==> config.mk <==
export PLATFORM = sky130hd
export DESIGN_NAME = ual_sequencer
export DESIGN_NICKNAME = d
export VERILOG_FILES = /design/src/rtl/ual_sequencer.sv
export SDC_FILE = /design/constraint.sdc
export NUM_CORES = 1
export LEC_CHECK = 0
export CAP_MARGIN = 20
export CELL_PAD_IN_SITES_DETAIL_PLACEMENT = 1
export CELL_PAD_IN_SITES_GLOBAL_PLACEMENT = 1
export CORE_MARGIN = 3
export CORE_UTILIZATION = 29
export CTS_CLUSTER_DIAMETER = 30
export CTS_CLUSTER_SIZE = 25
export DETAILED_ROUTE_END_ITERATION = 16
export PLACE_DENSITY = 0.83
export SYNTH_ARGS = -nofsm -noshare
export SYNTH_HDL_FRONTEND = slang
export SYNTH_SLANG_ARGS = --single-unit
export TNS_END_PERCENT = 30
==> constraint.sdc <==
create_clock -name clk -period 1.81 [get_ports clk]
set_input_delay 0.362 -clock clk [delete_from_list [all_inputs] [get_ports clk]]
set_output_delay 0.362 -clock clk [all_outputs]
set_load 0.05 [all_outputs]
==> src/rtl/ual_sequencer.sv <==
// Sequencer for a UAL: captures operands, drives the UAL mux selects and
// accumulates the fed-back result (multi-cycle for bit-serial shifts).
module ual_sequencer #(
   parameter int unsigned WIDTH = 8
) (
   input  logic             clk,
   input  logic             rst_n,
   input  logic             start,
   input  logic [2:0]       op,
   input  logic [2:0]       amount,
   input  logic [WIDTH-1:0] a_in,
   input  logic [WIDTH-1:0] b_in,
   input  logic             ack,
   input  logic [WIDTH-1:0] ual_in,
   output logic [WIDTH-1:0] opa,
   output logic [WIDTH-1:0] opb,
   output logic             i2,
   output logic             shift_rot,
   output logic             nandi,
   output logic             ori,
   output logic             xori,
   output logic             au_sub,
   output logic             busy,
   output logic             done,
   output logic             err,
   output logic [WIDTH-1:0] result
);

   localparam int unsigned OP_W  = 3;
   localparam int unsigned CNT_W = 3;

   localparam logic [OP_W-1:0] OP_ADD  = OP_W'(0);
   localparam logic [OP_W-1:0] OP_SUB  = OP_W'(1);
   localparam logic [OP_W-1:0] OP_NAND = OP_W'(2);
   localparam logic [OP_W-1:0] OP_OR   = OP_W'(3);
   localparam logic [OP_W-1:0] OP_XOR  = OP_W'(4);
   localparam logic [OP_W-1:0] OP_SHL  = OP_W'(5);
   localparam logic [OP_W-1:0] OP_SHR  = OP_W'(6);
   localparam logic [OP_W-1:0] OP_RSV  = OP_W'(7);

   typedef enum logic [1:0] {IDLE, EXEC, DONE} state_t;

   state_t             state_q, state_n;
   logic [WIDTH-1:0]   acc_q, acc_n;
   logic [WIDTH-1:0]   opb_q, opb_n;
   logic [OP_W-1:0]    op_q, op_n;
   logic [CNT_W-1:0]   cnt_q, cnt_n;
   logic               err_q, err_n;
   logic               is_shift_in, is_shift_q;
   logic               i2_n, shift_rot_n, nandi_n, ori_n, xori_n, au_sub_n;

   assign is_shift_in = (op == OP_SHL) || (op == OP_SHR);
   assign is_shift_q  = (op_q == OP_SHL) || (op_q == OP_SHR);

   // Next-state, datapath and registered-select decode
   always_comb begin
      state_n     = state_q;
      acc_n       = acc_q;
      opb_n       = opb_q;
      op_n        = op_q;
      cnt_n       = cnt_q;
      err_n       = err_q;
      i2_n        = 1'b0;
      shift_rot_n = 1'b0;
      nandi_n     = 1'b0;
      ori_n       = 1'b0;
      xori_n      = 1'b0;
      au_sub_n    = 1'b0;

      case (state_q)
         IDLE: begin
            if (start) begin
               acc_n   = a_in;
               opb_n   = b_in;
               op_n    = op;
               cnt_n   = amount;
               err_n   = 1'b0;
               state_n = EXEC;
               if (op == OP_RSV) begin
                  acc_n   = '0;
                  err_n   = 1'b1;
                  state_n = DONE;
               end else if (is_shift_in && (amount == CNT_W'(0))) begin
                  state_n = DONE;
               end
            end
         end
         EXEC: begin
            acc_n = ual_in;
            if (is_shift_q) begin
               cnt_n = cnt_q - CNT_W'(1);
               if (cnt_q == CNT_W'(1)) state_n = DONE;
            end else begin
               state_n = DONE;
            end
         end
         DONE: begin
            if (ack) state_n = IDLE;
         end
         default: state_n = IDLE;
      endcase

      // Selects follow the state being entered so they are flop outputs
      if (state_n == EXEC) begin
         case (op_n)
            OP_SUB:  au_sub_n    = 1'b1;
            OP_NAND: nandi_n     = 1'b1;
            OP_OR:   ori_n       = 1'b1;
            OP_XOR:  xori_n      = 1'b1;
            OP_SHL:  shift_rot_n = 1'b1;
            OP_SHR: begin
               shift_rot_n = 1'b1;
               i2_n        = 1'b1;
            end
            default: ;
         endcase
      end
   end

   always_ff @(posedge clk) begin
      if (!rst_n) begin
         state_q   <= IDLE;
         acc_q     <= '0;
         opb_q     <= '0;
         op_q      <= OP_ADD;
         cnt_q     <= '0;
         err_q     <= 1'b0;
         busy      <= 1'b0;
         done      <= 1'b0;
         i2        <= 1'b0;
         shift_rot <= 1'b0;
         nandi     <= 1'b0;
         ori       <= 1'b0;
         xori      <= 1'b0;
         au_sub    <= 1'b0;
      end else begin
         state_q   <= state_n;
         acc_q     <= acc_n;
         opb_q     <= opb_n;
         op_q      <= op_n;
         cnt_q     <= cnt_n;
         err_q     <= err_n;
         busy      <= (state_n != IDLE);
         done      <= (state_n == DONE);
         i2        <= i2_n;
         shift_rot <= shift_rot_n;
         nandi     <= nandi_n;
         ori       <= ori_n;
         xori      <= xori_n;
         au_sub    <= au_sub_n;
      end
   end

   assign opa    = acc_q;
   assign opb    = opb_q;
   assign result = acc_q;
   assign err    = err_q;

endmodule
==> results.md <==
* Gate power share at 28.7%
* Height of the chip at 77.5 um
* CP startpoint: start
* Post-cts sizing count at 0
* Via/cell ratio at 4.76
* Least-Margin Pin Slew at 0.318 ns
* Sequential cell fraction of total power at 35.9%
* Hold_buf cts at 0
* Synth Register Bits at 33
* Drt drc at 0
* Vias in the first global route at 1542
* Final setup fails at 0
* Met1 WL at 1.91 mm
* Most used cell, CP: buf_4
* Reg2reg end: nandi
* CTS root buffer: clkbuf_8
* Cell Chain, Critical Path: clkdlybuf4s50_1, nor3b_4, buf_4, mux2i_1, buf_4, nor3_1
* WHS Path Cells at 2
* CP Capture Type: register
* Tot GR Track Use at 15.4%
* DP HPWL at 3.42 mm
* Post-Place Cell Area at 2180 um2
* WL per Instance at 14.3 um
* Hold_sp: opb[5]
* Cell variety after synth at 41
* Area of the multi-input gates at 691 um2
* First-pass DRT Iterations at 4
* Max Used Layer: met4
* Max-slew violation count at 0
* Max-Cap Viols at 0
* Power Dens Cells at 1000 nW/um2
* Post-Place Setup Slack at -0.131 ns
* CTS Sinks at 33
* Initial antenna violation count at 0
* Status: finished clean
* Layout cells sized above 1 at 28.6%
* R2R setup slack at 0.19 ns
* NetSw at 0.000729 W
* Detail Route Antenna Nets at 0
* Syn_nets at 207
* Length of routed met2 wiring at 2.22 mm
* Ys flop type: dfxtp_1
* Internal at 0.00159 W
* Starting DRT DRC Count at 54
* Achievable clock frequency at 591 MHz
* DR vias at 1484
* Design Area, Final at 2310 um2
* Crit Path Class: primary input to register
* Tmin final at 1.69 ns
* Area Overhead vs Synth at 56.1%
* Clock buffer depth at 2
* Worst R2R Start: state_q[0]
* Worst EP required at 1.97 ns
* Clk pin slew, worst setup/hold paths at 0.07 ns
* FFs w/ async S/R, synth at 0%
* Sequential area share after synthesis at 44.6%
* Hold Path Class: register to register
* Post CTS Setup Buffer Count at 0
* Post-layout nets at 280
* EDFF count, synth at 0
* Leak at 0.976 nW
* Worst Reg-to-Reg Cells at 4
* Core Footprint at 4820 um2
* RSZ-0062 raised after global routing: false
* Mapped Cells at 171
* Synth warnings at 0
* Netlist Area Pre-Place at 1480 um2
* CP Max Fanout at 10
* Clk_lat worst skew at 0.29 ns
* Num CTS Buffers at 5
* Total grt overflow at 0
* Row cnt at 25
* H-tree levels at 2
* Fillers at 590
* Clock Skew at 0.00989 ns
* Final Routed Wirelength at 4.47 mm
* RD Place Congestion at 0.891
* First-pass GRT wire length at 7.34 mm
* Final hold viol count at 0
* Final Cycle Share at 93.5%
* Avg Inst Size Synth at 8.66 um2
* Part of the power in the clock network at 35.5%
* Die area at 6000 um2
* CP max stage cell: clkdlybuf4s50_1
* Max VDD drop at 0.422 mV
* Largest net degree at the start of global routing at 19
* Hold path endpoint: opb[5]
* Startpoint types: primary input
* Die extent in x at 77.5 um
* PnR worst setup slack at 0.118 ns
* Switching Fraction at 31.4%
* Setup TNS at 0 ns
* Register cell area after layout at 661 um2
* ANT cells at 0
* CTS tree: built
* Worst EP arrival at 1.86 ns
* Max incr delay on CP at 0.51 ns
* Ports at 67
* Slew Limit Headroom at 78.5%
* Count of input and output buffers at 66
* Initial Util at 30.8%
* Total power at 0.00232 W
* Met3 wire length at 281 um
-- routing by layer --
layer / vias up / GRT usage, %
li1: 744 / -
met1: 686 / 18.4
met2: 48 / 25.7
met3: 6 / 4.41
met4: 0 / 6.58
met5: - / 0
-- power by group through the flow --
stage | clock (W) | combinational [W] | sequential [W]
3_5_place_dp | 0 | 0.000670 | 0.000849
6_report | 0.000823 | 0.000665 | 0.000832
2_1_floorplan | 0 | 0.000284 | 0.000987
3_3_place_gp | 0 | 0.000654 | 0.000845
4_1_cts | 0.000843 | 0.000671 | 0.000833
5_1_grt | 0.000880 | 0.000712 | 0.000842
-- per-stage QoR --
stage | hold WS, ns | cells | utilization (%)
after floorplan | 0.482 | 171 | -
after global placement | 0.447 | 304 | 45.2
after detailed placement | 0.450 | 304 | 45.2
after CTS | 0.462 | 312 | 48.0
after global routing | 0.492 | 312 | 48.0
final | 0.459 | 312 | 48.0
-- sequential cells by signal, indices dropped and copies added (netlist names), 2 cells and up --
signal and count:
state_q 2, opa 8, cnt_q 3, opb 8
op_q 3
-- layout make-up --
| cell class | count | share of cell area (%) |
|---|---|---|
| flip-flops and latches | 33 | 28.6 |
| inverters | 6 | 0.974 |
| clock inverters | 3 | 2.81 |
| multi-input cells | 113 | 29.9 |
| clock buffers | 5 | 2.98 |
| repair buffers | 85 | 31.2 |
| well taps | 67 | 3.63 |
-- how the worst max path moves through the flow --
stage          depth (start not counted)  endpoint  slack (ns)
3_5_place_dp                           5     nandi       -0.13
5_1_grt                                6       ori       0.004
6_report                               6       ori        0.12
4_1_cts                                6       ori        0.14
3_3_place_gp                           6       ori       -0.09
2_1_floorplan                          5     nandi        0.30
-- placed cells by master (no fill, tap or decap), types with 6 or more instances in the layout --
cell,synthesis,layout
nor3_1,6,6
clkdlybuf4s50_1,0,33
inv_1,6,6
dfxtp_1,33,33
buf_4,8,52
nand2_1,23,23
nor2_1,15,15
o221ai_1,6,6
a21oi_1,17,17
nand3_1,6,6
-- critical path, delay by kind of cell --
kind | cells | cell delay (ns)
buffers and inverters | 3 | 0.90
and+or+nand+nor | 2 | 0.27
muxes | 1 | 0.31
-- cell families (layout without fill, tap and decap cells) --
group | count (synthesis) | count (layout) | share of synthesized area, %
buffers and inverters | 25 | 99 | 8.78
flip-flops | 33 | 33 | 44.6
AND/OR/NAND/NOR | 67 | 67 | 23.6
AO/OA/AOI/OAI | 41 | 41 | 19.0
XOR/XNOR | 2 | 2 | 1.69
adder cells (fa/ha/maj) | 2 | 2 | 1.69
multiplexers | 1 | 1 | 0.676
-- synth_stat cells (all sizes together), types with 2 or more instances --
| cell type | count | area [um2] |
|---|---|---|
| a311oi | 3 | 26.3 |
| ha | 2 | 25.0 |
| a31oi | 3 | 18.8 |
| nor3b | 5 | 58.8 |
| nand2 | 23 | 86.3 |
| and3 | 2 | 13.8 |
| clkbuf | 6 | 23.8 |
| buf | 13 | 83.8 |
| o211ai | 4 | 35.0 |
| dfxtp | 33 | 661 |
| xor2 | 2 | 25.0 |
| o21ai | 2 | 10.0 |
| nand3 | 6 | 30.0 |
| nor3 | 6 | 30.0 |
| nand2b | 3 | 18.8 |
| a21oi | 17 | 85.1 |
| nor2 | 15 | 56.3 |
| inv | 6 | 22.5 |
| o221ai | 6 | 52.6 |
Power figures use the tool's default switching activity.
